### src/rtl/mem_port_arbiter.sv
// Arbiter sharing one single-ported memory between the instruction-fetch and data-access ports.
// Grants are serialised by a small FSM; DM has priority unless fetch has waited too long.
module mem_port_arbiter #(
   parameter int unsigned MAX_DM_STREAK = 4,
   parameter int unsigned TIMEOUT       = 255
) (
   input  logic        clk,
   input  logic        rst_n,
   // Instruction-fetch port
   input  logic        i_if_req,
   input  logic [31:0] i_if_addr,
   output logic [31:0] o_if_rdata,
   output logic        o_if_ready,
   // Data-access port
   input  logic        i_dm_req,
   input  logic        i_dm_we,
   input  logic [3:0]  i_dm_wea,
   input  logic [31:0] i_dm_addr,
   input  logic [31:0] i_dm_wdata,
   output logic [31:0] o_dm_rdata,
   output logic        o_dm_ready,
   // Unified memory
   output logic        o_mem_req,
   output logic        o_mem_we,
   output logic [3:0]  o_mem_wea,
   output logic [31:0] o_mem_addr,
   output logic [31:0] o_mem_wdata,
   input  logic [31:0] i_mem_rdata,
   input  logic        i_mem_ready,
   // Core status
   output logic        o_cpu_stall,
   output logic        o_bus_err
);

   localparam logic [3:0] StreakMax = 4'(MAX_DM_STREAK);
   localparam logic [7:0] TmoLast   = 8'(TIMEOUT - 1);

   typedef enum logic [1:0] {
      StIdle   = 2'd0,
      StIfBusy = 2'd1,
      StDmBusy = 2'd2
   } state_e;

   state_e      r_state;
   logic        r_mem_req;
   logic        r_mem_we;
   logic [3:0]  r_mem_wea;
   logic [31:0] r_mem_addr;
   logic [31:0] r_mem_wdata;
   logic        r_bus_err;
   logic [3:0]  r_streak;
   logic [7:0]  r_tmo;

   logic        w_busy;
   logic        w_timeout;
   logic        w_done;
   logic        w_grant_dm;
   logic        w_grant_if;
   logic [31:0] w_rdata;

   always_comb begin
      w_busy     = (r_state != StIdle);
      // Abort in the busy cycle that would bring the idle count up to TIMEOUT.
      w_timeout  = w_busy & ~i_mem_ready & (r_tmo == TmoLast);
      w_done     = w_busy & (i_mem_ready | w_timeout);
      w_grant_dm = i_dm_req & (~i_if_req | (r_streak < StreakMax));
      w_grant_if = ~w_grant_dm & i_if_req;
      w_rdata    = w_timeout ? 32'h0 : i_mem_rdata;
   end

   always_comb begin
      o_if_ready  = (r_state == StIfBusy) & w_done;
      o_dm_ready  = (r_state == StDmBusy) & w_done;
      o_if_rdata  = w_rdata;
      o_dm_rdata  = w_rdata;
      o_cpu_stall = (i_if_req & ~o_if_ready) | (i_dm_req & ~o_dm_ready);
      o_mem_req   = r_mem_req;
      o_mem_we    = r_mem_we;
      o_mem_wea   = r_mem_wea;
      o_mem_addr  = r_mem_addr;
      o_mem_wdata = r_mem_wdata;
      o_bus_err   = r_bus_err;
   end

   always_ff @(posedge clk or negedge rst_n) begin
      if (!rst_n) begin
         r_state     <= StIdle;
         r_mem_req   <= 1'b0;
         r_mem_we    <= 1'b0;
         r_mem_wea   <= 4'h0;
         r_mem_addr  <= 32'h0;
         r_mem_wdata <= 32'h0;
         r_bus_err   <= 1'b0;
         r_streak    <= 4'h0;
         r_tmo       <= 8'h0;
      end else begin
         case (r_state)
            StIdle: begin
               if (!i_if_req) begin
                  r_streak <= 4'h0;
               end
               if (w_grant_dm) begin
                  r_state     <= StDmBusy;
                  r_mem_req   <= 1'b1;
                  r_mem_we    <= i_dm_we;
                  r_mem_wea   <= i_dm_we ? i_dm_wea : 4'h0;
                  r_mem_addr  <= i_dm_addr;
                  r_mem_wdata <= i_dm_wdata;
                  r_tmo       <= 8'h0;
                  if (i_if_req && (r_streak != StreakMax)) begin
                     r_streak <= r_streak + 4'd1;
                  end
               end else if (w_grant_if) begin
                  r_state     <= StIfBusy;
                  r_mem_req   <= 1'b1;
                  r_mem_we    <= 1'b0;
                  r_mem_wea   <= 4'h0;
                  r_mem_addr  <= i_if_addr;
                  r_mem_wdata <= 32'h0;
                  r_tmo       <= 8'h0;
                  r_streak    <= 4'h0;
               end
            end
            StIfBusy, StDmBusy: begin
               if (w_done) begin
                  r_state   <= StIdle;
                  r_mem_req <= 1'b0;
                  if (w_timeout) begin
                     r_bus_err <= 1'b1;
                  end
               end else begin
                  r_tmo <= r_tmo + 8'd1;
               end
            end
            default: begin
               r_state   <= StIdle;
               r_mem_req <= 1'b0;
            end
         endcase
      end
   end

   a_ready_excl : assert property (@(posedge clk) disable iff (!rst_n)
      !(o_if_ready && o_dm_ready));

   a_req_in_busy : assert property (@(posedge clk) disable iff (!rst_n)
      (r_state != StIdle) |-> r_mem_req);

endmodule

### config.mk
export PLATFORM = sky130hd
export DESIGN_NAME = mem_port_arbiter
export DESIGN_NICKNAME = d
export VERILOG_FILES = /design/src/rtl/mem_port_arbiter.sv
export SDC_FILE = /design/constraint.sdc
export NUM_CORES = 1
export LEC_CHECK = 0
export CAP_MARGIN = 20
export CORE_AREA = 2 2 112 114
export DETAILED_ROUTE_END_ITERATION = 8
export DIE_AREA = 0 0 114 116
export PLACE_DENSITY_LB_ADDON = 0.2
export SETUP_SLACK_MARGIN = 0.15
export SYNTH_ARGS = -nofsm -noshare
export SYNTH_HDL_FRONTEND = slang
export SYNTH_SLANG_ARGS = --single-unit
### constraint.sdc
create_clock -name clk -period 2.2 [get_ports clk]
set_input_delay 0.44 -clock clk [delete_from_list [all_inputs] [get_ports clk]]
set_output_delay 0.44 -clock clk [all_outputs]
set_load 0.03 [all_outputs]
==> run summary <==
Filler cells - 1034
Cell Int Power - 4.87 mW
cell taking the most area after synthesis - dfrtp_1
worst-path fanout max - 17
Initial Utilization - 36.6%
layout cells sized above 1 - 18.3%
critical path arrival - 1.78 ns
Chip Height - 116 um
Tcrit/Tclk final - 101%
minimum clock period - 2.22 ns
post-synthesis sequential area ratio - 48.8%
PD cells - 1150 mW/mm^2
dpl cell area - 0.00699 mm^2
failing checks - negative setup slack
Starting DRT DRC Count - 176
r2r setup slk - 0.45 ns
H-tree lvl count - 3
# rows - 40
Via density - 4.94
CP Launch Type - register
syn avg cell area - 8.55 um^2
WL/cell - 15.8 um
Worst setup EP type - primary output
CTS Root Cell - clkbuf_16
pin count of the biggest net entering global routing - 65
antenna violations before repair - 0
global-route wire length before repair - 22100 um
Seq pwr share - 29.4%
HP Class - primary input to asynchronous set/reset pin
CORE AREA - 0.0119 mm^2
CTS tree - yes
synthesized net count - 655
CTS Sinks - 85
Slew Limit Headroom - 65.1%
DRT antenna net count - 0
WP data required - 1.76 ns
final hold vios - 0
total wire length - 14400 um
die area - 0.0132 mm^2
Worst VDD drop - 0.544 mV
Yosys warning count - 0
Clock Tree Buf Depth - 2
status - finished with violations
Tot Pwr - 8.57 mW
Worst Setup Path Type - register to primary output
diodes inserted - 0
leakage power - 3.39 nW
Mapped Cells - 510
MaxCap Viol Count - 0
Worst-Margin Slew - 0.521 ns
clk slew on worst S/H paths - 0.06 ns
Synth top area share - 48.8%
DR vias - 4497
port bufs - 275
FF+latch count, synth - 85
DRC viols - 0
NetSw - 3.70 mW
clock power share - 16.4%
Sw Share - 43.1%
Post-layout nets - 905
Area Overhead vs Synth - 70.5%
Clk Latency, worst-skew pair - 0.33 ns
min setup slack post-route - -0.0229 ns
ranking of synthesized cells by area - dfrtp_1 49%, nand2_1 12%, buf_4 6.2%
unrepaired setup endpoints after global routing - yes
RD Place Congestion - 0.793
Tot GR Track Use - 21.5%
post-synthesis cell area - 0.00436 mm^2
vias in the first global route - 4450
post-DP HPWL - 11000 um
First-pass DRT Iterations - 4
fin. max-slew vios - 0
logic gate share of total power - 54.2%
die width - 114 um
final count of negative-setup-slack endpoints - 60
end-of-flow core utilization - 62.5%
io pins - 276
Yosys cell types - 35
worst-case clock skew - 0.00910 ns
Peak Freq - 450 MHz
fin area - 0.00744 mm^2
grt ovf - 0
total CTS buffers - 9
==> critical path: stages, from the launching register on <==
cell and delay, ns:
dfrtp_1 0.39, and3_4 0.19, nand4_1 0.16, nor3_4 0.05, buf_4 0.14, buf_12 0.14, nor2b_2 0.19, buf_4 0.19
==> sequential cells by signal, summed over array words and instances (netlist names) <==
signal and cells:
o_bus_err 1, r_streak 4, o_mem_we 1, r_state 2, r_tmo 8, o_mem_req 1
o_mem_wdata 32, o_mem_wea 4, o_mem_addr 32
==> power by group through the flow <==
stage | registers [mW] | clock network (mW) | logic [mW]
CTS | 2.53 | 1.45 | 4.68
finish | 2.52 | 1.40 | 4.64
global placement | 2.53 | 0 | 4.53
global route | 2.60 | 1.51 | 4.96
floorplan | 3.67 | 0 | 1.45
detailed placement | 2.56 | 0 | 4.59
==> repair_timing <==
item                                    in CTS  in global routing
setup buffers                                9                  0
pin swaps                                    5                  4
endpoints found under the setup margin      67                 67
hold endpoints to repair                     0                  0
resized for setup                           19                  2
hold buffers                                 0                  0
cloned                                       1                  0
==> routing by layer <==
metal / up-vias / share of wire, % / global-route usage [%] / routed length [um]
met3: 20 / 10 / 8.26 / 1440
li1: 2162 / - / - / -
met4: 0 / 2.1 / 7.72 / 297
met2: 210 / 54 / 40.4 / 7820
met5: - / 0 / 0 / 0
met1: 2105 / 34 / 21.6 / 4880
==> path summary, 6_finish.rpt <==
| path | startpoint | end | depth (start not counted) |
|---|---|---|---|
| worst max-delay path | r_tmo[5] | o_dm_rdata[7] | 7 |
| worst min register to register | o_bus_err | o_bus_err | 1 |
| worst max register to register | r_state[1] | o_mem_wea[0] | 7 |
| worst min-delay path | rst_n | o_mem_wdata[6] | 1 |
| max in group asynchronous | rst_n | o_mem_wdata[26] | 2 |
| min in group clk | o_bus_err | o_bus_err | 1 |
==> cells in the mapped netlist <==
master     instances
buf_2             22
buf_6              2
a211o_1            1
o41ai_1            2
nor3_1             1
a22oi_1            2
nand2_1          144
nand4_1            3
buf_4             36
nor3b_2            1
ha_1               7
a2111o_1           2
inv_1             10
o22ai_1            3
o31ai_1            2
inv_2              1
a21oi_1            6
o211ai_1           1
nor3_4             2
nand3_1           39
o21ai_0           10
dfrtp_1           85
clkbuf_1           3
a2111oi_1          2
o2bb2ai_1          1
a21o_1             2
o21ai_2            1
and2_1             4
nor2b_1           33
o21ai_1            3
o21bai_1           1
nand3b_1           3
and3_1             5
a31oi_1           32
nor2_1            38
==> layout make-up <==
cell class                      count  area (um^2)  area share [%]
Clock buffer                       11          253            3.40
Clock inverter                      4         23.8           0.319
Inverter                           11         41.3           0.555
Multi-Input combinational cell    351         1890            25.4
Sequential cell                    85         2130            28.6
Tap cell                          147          184            2.47
Timing Repair Buffer              302         2920            39.3
==> stage by stage <==
step | hold slack (ns) | TNS (ns) | instances | setup WS, ns
floorplan | 0.144 | 0 | 510 | 0.0252
global placement | 0.434 | 0 | 886 | 0.0160
detailed placement | 0.439 | 0 | 886 | 0.000919
CTS | 0.0742 | -1.03 | 911 | -0.0306
global route | 0.0841 | -8.98 | 911 | -0.158
finish | 0.0626 | -0.641 | 911 | -0.0229
==> cell families (layout without fill, tap and decap cells) <==
logic type | count (synthesis) | count (layout) | share of synthesized area [%]
buffers and inverters | 74 | 328 | 10.4
adders and majority gates | 7 | 7 | 2.01
AOI/OAI and AO/OA | 71 | 71 | 10.6
and+or+nand+nor | 273 | 273 | 28.2
DFF | 85 | 85 | 48.8
==> placed cells by master (no fill, tap or decap), types with 3 or more instances in the layout <==
cell type,Yosys,routed
and3_4,0,3
nand2_1,144,144
ha_1,7,5
inv_1,10,9
nand4_1,3,3
clkinv_2,0,3
buf_12,0,8
and2_1,4,3
clkdlybuf4s50_1,0,207
dfrtp_1,85,85
buf_4,36,81
nand3_1,39,39
a21oi_1,6,6
buf_6,2,5
nor2b_1,33,19
nand3b_1,3,3
clkbuf_16,0,9
nor2b_2,0,13
a31oi_1,32,32
nor2_1,38,37
o21ai_0,10,10
Power figures use the tool's default switching activity.
